<file path="config.mk">
export PLATFORM = sky130hd
export DESIGN_NAME = freq_count_latch
export DESIGN_NICKNAME = d
export VERILOG_FILES = /design/src/rtl/freq_pkg.sv /design/src/rtl/bcd_digit_cnt.sv /design/src/rtl/freq_count_latch.sv
export SDC_FILE = /design/constraint.sdc
export NUM_CORES = 1
export LEC_CHECK = 0
export ABC_CLOCK_PERIOD_IN_PS = 1900
export BUFFER_PORTS_ARGS = -buffer_cell sky130_fd_sc_hd__buf_2
export CAP_MARGIN = 20
export CORE_MARGIN = 8
export CORE_UTILIZATION = 30
export CTS_CLUSTER_DIAMETER = 30
export DETAILED_ROUTE_END_ITERATION = 8
export SLEW_MARGIN = 20
export SYNTH_ARGS = -nofsm -noshare
export SYNTH_HDL_FRONTEND = slang
export SYNTH_SLANG_ARGS = --single-unit
</file>
<file path="constraint.sdc">
create_clock -name c_clk -period 1.9 [get_ports c_clk]
set_input_delay 0.285 -clock c_clk [delete_from_list [all_inputs] [get_ports c_clk]]
set_output_delay 0.285 -clock c_clk [all_outputs]
set_load 0.01 [all_outputs]
</file>
<file path="src/rtl/freq_pkg.sv">
// Shared constants and helpers for the frequency-meter measurement datapath.
package freq_pkg;

  localparam int unsigned DigitW        = 4;
  localparam logic [3:0]  DigitNine     = 4'd9;
  localparam int unsigned DefaultDigits = 4;
  // Upper bound on the digit count supported by all_nines().
  localparam int unsigned MaxDigits     = 16;

  // All-9s BCD vector for n digits, zero-extended to MaxDigits digits.
  function automatic logic [DigitW*MaxDigits-1:0] all_nines(input int unsigned n);
    logic [DigitW*MaxDigits-1:0] v;
    v = '0;
    for (int unsigned i = 0; i < MaxDigits; i++) begin
      if (i < n) v[i*DigitW +: DigitW] = DigitNine;
    end
    return v;
  endfunction

endpackage

</file>
<file path="src/rtl/bcd_digit_cnt.sv">
// Single BCD decade counter with synchronous clear and ripple carry output.
module bcd_digit_cnt
  import freq_pkg::*;
(
  input  logic              c_clk,
  input  logic              reset,
  input  logic              clr,
  input  logic              inc_in,
  output logic [DigitW-1:0] q,
  output logic              carry_out
);

  logic [DigitW-1:0] q_q, q_d;

  // Next digit value: clear wins, otherwise count 0..9 and wrap.
  always_comb begin
    q_d = q_q;
    if (clr) begin
      q_d = '0;
    end else if (inc_in) begin
      q_d = (q_q == DigitNine) ? '0 : q_q + 4'd1;
    end
  end

  // Digit state register.
  always_ff @(posedge c_clk or negedge reset) begin
    if (!reset) begin
      q_q <= '0;
    end else begin
      q_q <= q_d;
    end
  end

  assign q         = q_q;
  assign carry_out = inc_in & (q_q == DigitNine);

endmodule

</file>
<file path="src/rtl/freq_count_latch.sv">
// Frequency-meter measurement datapath: synchronises sig_in and gate-control
// levels, counts sig_in rising edges in BCD, and latches the count on save.
module freq_count_latch
  import freq_pkg::*;
#(
  parameter int unsigned DIGITS      = DefaultDigits,  // at most MaxDigits
  parameter int unsigned SYNC_STAGES = 2               // at least 2
) (
  input  logic                     c_clk,
  input  logic                     reset,
  input  logic                     sig_in,
  input  logic                     w_enable,
  input  logic                     clear,
  input  logic                     save,
  output logic [DigitW*DIGITS-1:0] bcd_out,
  output logic                     overflow,
  output logic                     data_valid
);

  localparam int unsigned CntW = DigitW * DIGITS;
  localparam logic [DigitW*MaxDigits-1:0] AllNinesWide = all_nines(DIGITS);
  localparam logic [CntW-1:0] AllNines = AllNinesWide[CntW-1:0];

  // Matched-length synchronisers keep save_rise and clear aligned.
  logic [SYNC_STAGES-1:0] sig_sync_q, en_sync_q, clr_sync_q, save_sync_q;
  logic                   sig_hist_q, save_hist_q;
  logic                   sig_s, en_s, clr_s, save_s;
  logic                   sig_rise, save_rise, count_en, inc;

  // Synchroniser chains and edge-history flops.
  always_ff @(posedge c_clk or negedge reset) begin
    if (!reset) begin
      sig_sync_q  <= '0;
      en_sync_q   <= '0;
      clr_sync_q  <= '0;
      save_sync_q <= '0;
      sig_hist_q  <= 1'b0;
      save_hist_q <= 1'b0;
    end else begin
      sig_sync_q  <= {sig_sync_q[SYNC_STAGES-2:0], sig_in};
      en_sync_q   <= {en_sync_q[SYNC_STAGES-2:0], w_enable};
      clr_sync_q  <= {clr_sync_q[SYNC_STAGES-2:0], clear};
      save_sync_q <= {save_sync_q[SYNC_STAGES-2:0], save};
      sig_hist_q  <= sig_s;
      save_hist_q <= save_s;
    end
  end

  assign sig_s     = sig_sync_q[SYNC_STAGES-1];
  assign en_s      = en_sync_q[SYNC_STAGES-1];
  assign clr_s     = clr_sync_q[SYNC_STAGES-1];
  assign save_s    = save_sync_q[SYNC_STAGES-1];
  assign sig_rise  = sig_s & ~sig_hist_q;
  assign save_rise = save_s & ~save_hist_q;
  assign count_en  = en_s & ~clr_s;
  assign inc       = count_en & sig_rise;

  logic [CntW-1:0] cnt;
  logic [DIGITS:0] chain;
  logic            at_max;
  logic            unused_top_carry;

  assign at_max = (cnt == AllNines);
  // Gating the chain at all-9s makes the counter saturate instead of wrap.
  assign chain[0] = inc & ~at_max;

  for (genvar k = 0; k < DIGITS; k++) begin : g_digit
    bcd_digit_cnt u_digit (
      .c_clk     (c_clk),
      .reset     (reset),
      .clr       (clr_s),
      .inc_in    (chain[k]),
      .q         (cnt[k*DigitW +: DigitW]),
      .carry_out (chain[k+1])
    );
  end

  // Never set because the chain input is gated at all-9s.
  assign unused_top_carry = chain[DIGITS];

  logic ovf_sticky_q, ovf_sticky_d;

  // Sticky overflow: cleared by clear, set by an increment attempted at all-9s.
  always_comb begin
    ovf_sticky_d = ovf_sticky_q;
    if (clr_s) begin
      ovf_sticky_d = 1'b0;
    end else if (inc && at_max) begin
      ovf_sticky_d = 1'b1;
    end
  end

  logic [CntW-1:0] bcd_q;
  logic            ovf_out_q;
  logic            latched_q;
  logic            valid_q;

  // Latch captures pre-update counter state; data_valid follows one cycle later.
  always_ff @(posedge c_clk or negedge reset) begin
    if (!reset) begin
      ovf_sticky_q <= 1'b0;
      bcd_q        <= '0;
      ovf_out_q    <= 1'b0;
      latched_q    <= 1'b0;
      valid_q      <= 1'b0;
    end else begin
      ovf_sticky_q <= ovf_sticky_d;
      latched_q    <= save_rise;
      valid_q      <= latched_q;
      if (save_rise) begin
        bcd_q     <= cnt;
        ovf_out_q <= ovf_sticky_q;
      end
    end
  end

  assign bcd_out    = bcd_q;
  assign overflow   = ovf_out_q;
  assign data_valid = valid_q;

endmodule

</file>
; Yosys cells after proc, flatten, opt, wreduce, memory -nomap -nowiden
; Cells that the tools add are included.
[totals]
register_bits = 46
latchBits = 0
mem_bits_rw = 0
mem_bits_ro = 0
output_inout_bits = 18
mem_count = 0
[classes]
n_addsub = 4
n_mul = 0
n_div = 0
order_cmp = 0
eq_ne = 5
n_shift = 0
mux = 14
n_bitwise = 12
n_reduce_logical = 6
[ops]
columns = op, count
row1 = $mux W4, 12
row2 = $add A4 B1 Y4 const B, 4
row3 = $eq A16 B16 Y1 const B, 1
row4 = $eq A4 B4 Y1 const B, 4
row5 = $reduce_bool A2 Y1, 5
row6 = $and A1 B1 Y1, 8
row7 = $not A1 Y1, 4
row8 = $mux W1, 2
row9 = $logic_and A1 B1 Y1, 1

; Longest topological paths before layout
[logic_depth]
word_depth = 9
mapped_depth = 8

; By module
; Synthesis repeated with hierarchy kept, for this count alone.
[unflattened]
cells_unflattened = 165
area_unflattened_um2 = 2049.5
[modules_own_cells]
columns = mod, n_inst, cells_per_inst, area_each_um2, seq_area_each_um2
row1 = freq_count_latch, 1, 61, 1083.5, 750.7
row2 = bcd_digit_cnt, 4, 26, 241.5, 100.1

; Least setup slack after synthesis
; No wires, ideal clock.
[synth_path]
path_kind = reg-to-reg
from = register g_digit[0].u_digit.q_q[1]
to = register g_digit[3].u_digit.q_q[3]
setup_ns = 0.078
arrival_ns = 1.635
path_slack_ns = 0.187
stages_incl_launch_ff = 8
cell_sequence = dfrtp_1 > inv_1 > ha_1 > and3b_1 > buf_2 > nand3_4 > or4_1 > a21oi_1
[synth_between]
elab_chain_cells = 7
[synth_rtl]
columns = item, line
row1 = "start, declared", bcd_digit_cnt.sv:13  ; logic [DigitW-1:0] q_q, q_d;
row2 = "start signal, assigned", bcd_digit_cnt.sv:30  ; q_q <= q_d;
row3 = $eq A16 B16 Y1, freq_count_latch.sv:63  ; assign at_max = (cnt == AllNines);
row4 = $not A1 Y1, freq_count_latch.sv:65  ; assign chain[0] = inc & ~at_max;
row5 = $and A1 B1 Y1, freq_count_latch.sv:65
row6 = $and A1 B1 Y1 (*) (3 in series), bcd_digit_cnt.sv:35  ; assign carry_out = inc_in & (q_q == DigitNine);
row7 = $reduce_bool A2 Y1 (no line) (*), --
row8 = "end signal, assigned", bcd_digit_cnt.sv:30
row9 = "end, declared", bcd_digit_cnt.sv:13
; Every way passes the cells marked *; elsewhere a longest branch is shown, timed or not.
; A chain may end at the register's enable or synchronous reset.

; Worst setup path in the final report
[layout_path]
from = register g_digit[1].u_digit.q_q[1]
to = register g_digit[3].u_digit.q_q[3]
[layout_between]
elab_chain_cells = 7
[layout_rtl]
columns = item, line
row1 = "start, declared", bcd_digit_cnt.sv:13
row2 = "start signal, assigned", bcd_digit_cnt.sv:30
row3 = $eq A16 B16 Y1, freq_count_latch.sv:63
row4 = $not A1 Y1, freq_count_latch.sv:65
row5 = $and A1 B1 Y1, freq_count_latch.sv:65
row6 = $and A1 B1 Y1, bcd_digit_cnt.sv:35
row7 = $and A1 B1 Y1 (*) (2 in series), bcd_digit_cnt.sv:35
row8 = $reduce_bool A2 Y1 (no line) (*), --
; Marked as above.

==> results.md <==
• **outcome** finished clean
• **total power density per cell area** 736 nW/um^2
• **sequential standard cell area** 1150 um^2
• **Total Wirelength** 3850 um
• **number of global-route vias before repair** 1,355
• **Global Route Usage Sum** 0.0867
• **shortest clock period the worst path allows after layout** 1780 ps
• **Layout area overhead** 18.5%
• **number of diodes added for antenna fixing** 0
• **largest net degree at the start of global routing** 25
• **depth of the CTS H-tree** 2
• **switching share of power** 0.216
• **actual slew at the worst max-slew pin** 564 ps
• **Synth cell types** 32
• **Final Skew** 5.08 ps
• **net count after synthesis** 178
• **Clk network pwr share** 0.381
• **count of fill cells added during filler insertion** 615
• **Die Span X** 97.2 um
• **Hold Path Depth** 1
• **DRC violations left** 0
• **number of top-level pins** 24
• **leading cell types by total area after synthesis** sky130_fd_sc_hd__dfrtp_1, sky130_fd_sc_hd__mux2_2, sky130_fd_sc_hd__ha_1
• **Starting DRT DRC Count** 48
• **relative slew slack** 0.624
• **share of the core filled with cells** 0.369
• **destination of the worst register-to-register timing path** g_digit[3].u_digit.q[3]
• **data arrival time of the critical path** 2010 ps
• **Hold Violations, Final** 0
• **Logic pwr share** 0.040
• **core region area** 6350 um^2
• **proportion of synthesized chip area in sequential cells** 0.582
• **number of antenna violations at the first check in global routing** 0
• **FMAX** 561 MHz
• **library cell with the highest instance count after synthesis** sky130_fd_sc_hd__dfrtp_1
• **clk_lat worst skew** 300 ps
• **worst endpoint required time** 2130 ps
• **Die ar.** 9440 um^2
• **leftover overflow at the end of global routing** 0
• **synthesized area per cell** 12.1 um^2
• **setup repair after global routing missed its margin** no
• **final antenna-violating net count** 0
• **max capacitance violation total** 0
• **global-route wire length before repair** 6730 um
• **routability-driven placement congestion ratio** 0.817
• **sequential share of power** 0.579
• **final setup violation count** 0
• **critical path capture point** g_digit[3].u_digit.q[3]
• **crit path launch type** flop
• **initial core utilization** 0.311
• **Critical Setup Path Class** flop to flop
• **netlist area before placement** 1980 um^2
• **Clock Sinks** 46
• **Setup crit start** g_digit[1].u_digit.q[1]
• **nets@finish** 211
• **primary flip-flop cell chosen by synthesis mapping** sky130_fd_sc_hd__dfrtp_1
• **cells along the critical path** inv_1 -> ha_1 -> and3b_2 -> nand3_4 -> or4_1 -> a21oi_1
• **sw power** 0.373 mW
• **area occupied by multi-input gates** 743 um^2
• **internal power** 1.35 mW
• **TritonCTS clock tree** built
• **worst reg-to-reg setup slack** 120 ps
• **chip height** 97.2 um
• **maximum number of buffers from clock root to sink** 2
• **minimum setup slack in the final design** 117 ps
• **detailed-routing iteration count for the pre-antenna-repair pass** 4
• **post-synthesis sequential element count** 46
• **library cell occupying the most area in the post-synthesis netlist** sky130_fd_sc_hd__dfrtp_1
• **endpoint class of the critical path** flop
• **total via count after detailed routing** 1,327
• **Critical Path Slowest Stage Cell** sky130_fd_sc_hd__or4_1
• **sum of negative setup slack** 0 ps
• **number of pins exceeding their max-slew limit in the final report** 0
• **LEAKAGE** 1.12 nW
• **proportion of synthesized flip-flops having asynchronous set or reset** 1.00
• **proportion of layout cells with a drive suffix above 1** 0.298
• **area share of the leading cell type in the synthesized netlist** 0.582
• **count of standard-cell rows** 29
• **buffer cell driving the clock tree root** sky130_fd_sc_hd__clkbuf_8
• **final worst-path cycle share** 0.939
• **post-CTS setup buffer count** 0
• **ratio of routed vias to standard cells** 4.83
• **number of synthesized flops with an enable pin** 0
• **logic depth of the worst register-to-register path** 6
• **detailed placement HPWL** 2710 um
• **synth warn** 0
• **count of port buffers added during placement** 23
• **crit path max fanout** 12
• **Max rail drop VDD** 329 uV
• **highest cell delay on the worst timing path** 520 ps
• **classification of the worst-slack hold path** input port to flop
• **TritonCTS Buffers** 5
• **post-placement setup slack** 101 ps
• **mean routed wirelength per cell** 14.0 um
• **Synth top cells by count** sky130_fd_sc_hd__dfrtp_1, sky130_fd_sc_hd__mux2_2, sky130_fd_sc_hd__a21oi_1, sky130_fd_sc_hd__nand2_1
• **clock slew at reported path FFs** 80 ps
• **synthesized instance count** 164
• **worst r2r src** g_digit[1].u_digit.q[1]
## per-stage QoR
| stage | cell area, um^2 | hold slack [ps] | cells | power [mW] |
|---|---|---|---|---|
| 6_report | 2340 | 85.3 | 275 | 1.72 |
| 3_5_place_dp | 2220 | 318 | 266 | 1.09 |
| 5_1_grt | 2340 | 70.6 | 275 | 1.81 |
| 2_1_floorplan | 1980 | -10.6 | 164 | 1.05 |
| 4_1_cts | 2340 | 76.0 | 275 | 1.75 |
| 3_3_place_gp | 2220 | 306 | 266 | 1.09 |
## power groups by stage
| stage | logic, mW | registers, mW | clock network [mW] |
|---|---|---|---|
| CTS | 0.0718 | 0.999 | 0.682 |
| detailed placement | 0.0702 | 1.02 | 0 |
| floorplan | 0.0267 | 1.02 | 0 |
| global placement | 0.0689 | 1.02 | 0 |
| global route | 0.0788 | 1.00 | 0.727 |
| finish | 0.0686 | 0.998 | 0.658 |
## state kept, by name (all words and copies together), names as in the netlist
signal	cells
sig_sync_q	2
g_digit.u_digit.q	16
en_sync_q	2
save_sync_q	2
ovf_sticky_q	1
sig_hist_q	1
data_valid	1
clr_sync_q	2
latched_q	1
bcd_out	16
save_hist_q	1
overflow	1
## cell type report
cell class	count	area share
clock buffers	7	0.0411
clock inverters	1	0.00374
inverters	7	0.0112
multi-input cells	102	0.317
flip-flops and latches	46	0.491
well taps	77	0.0411
repair buffers	35	0.0940
## critical path: cells and delay by family, from the launching register on
kind | cells | cell delay (ps)
AOI/OAI and AO/OA | 1 | 150
adders and majority gates | 1 | 140
buffers and inverters | 1 | 90
DFF | 1 | 410
and+or+nand+nor | 3 | 930
## metal layers
metal	share of wire	vias up	GRT usage	routed length [um]
met1	0.51	642	0.118	1970
met4	0.018	0	0.0391	68
met3	0.056	8	0.0299	215
met5	0	-	0	0
li1	-	649	-	-
met2	0.42	28	0.119	1600
## layout by cell type, fill, tap and decap left out
cell	netlist	routed
sky130_fd_sc_hd__a31oi_1	2	2
sky130_fd_sc_hd__a311oi_1	2	2
sky130_fd_sc_hd__ha_1	8	8
sky130_fd_sc_hd__a32o_1	1	1
sky130_fd_sc_hd__or4_1	2	2
sky130_fd_sc_hd__nand4bb_1	1	1
sky130_fd_sc_hd__clkinv_4	0	1
sky130_fd_sc_hd__a21oi_1	11	11
sky130_fd_sc_hd__nand2_2	0	1
sky130_fd_sc_hd__dlygate4sd3_1	0	1
sky130_fd_sc_hd__xnor2_1	1	1
sky130_fd_sc_hd__nand4_1	2	2
sky130_fd_sc_hd__nand3b_1	3	3
sky130_fd_sc_hd__nand2_1	11	10
sky130_fd_sc_hd__nand3_1	8	8
sky130_fd_sc_hd__buf_2	1	23
sky130_fd_sc_hd__or3_1	6	6
sky130_fd_sc_hd__inv_1	7	7
sky130_fd_sc_hd__and3b_1	4	2
sky130_fd_sc_hd__buf_12	0	1
sky130_fd_sc_hd__nand2b_1	1	1
sky130_fd_sc_hd__mux2i_1	2	2
sky130_fd_sc_hd__and3b_2	0	2
sky130_fd_sc_hd__o21ai_0	7	7
sky130_fd_sc_hd__o32ai_1	1	1
sky130_fd_sc_hd__nor3b_1	1	1
sky130_fd_sc_hd__o31ai_1	2	2
sky130_fd_sc_hd__buf_4	1	10
sky130_fd_sc_hd__dfrtp_1	46	46
sky130_fd_sc_hd__and4bb_1	1	1
sky130_fd_sc_hd__o2111ai_1	1	1
sky130_fd_sc_hd__clkbuf_8	0	7
sky130_fd_sc_hd__nand3_4	1	1
sky130_fd_sc_hd__nor3_1	3	3
sky130_fd_sc_hd__mux2_2	13	13
sky130_fd_sc_hd__nor2_1	7	7
## worst min path at each step
stage	start	endpoint	slack (ps)
after floorplan	reset	bcd_out[0]	-10
after global placement	reset	save_hist_q	310
after detailed placement	reset	save_hist_q	320
after CTS	clear	clr_sync_q[0]	80
after global routing	w_enable	en_sync_q[0]	70
final	w_enable	en_sync_q[0]	90
## cells by family after synthesis
family | count (synthesis) | synth area share
XOR/XNOR | 1 | 0.00443
AO/OA/AOI/OAI | 27 | 0.0823
multiplexers | 15 | 0.0842
AND/OR/NAND/NOR | 51 | 0.152
adder cells (fa/ha/maj) | 8 | 0.0506
flip-flops | 46 | 0.582
buffers and inverters | 16 | 0.0443
## repair_timing
item,CTS,global route
gates resized for setup,0,3
endpoints found under the setup margin,0,2
endpoints found under the hold margin,22,0
hold buffers,1,0
Power figures use the tool's default switching activity.
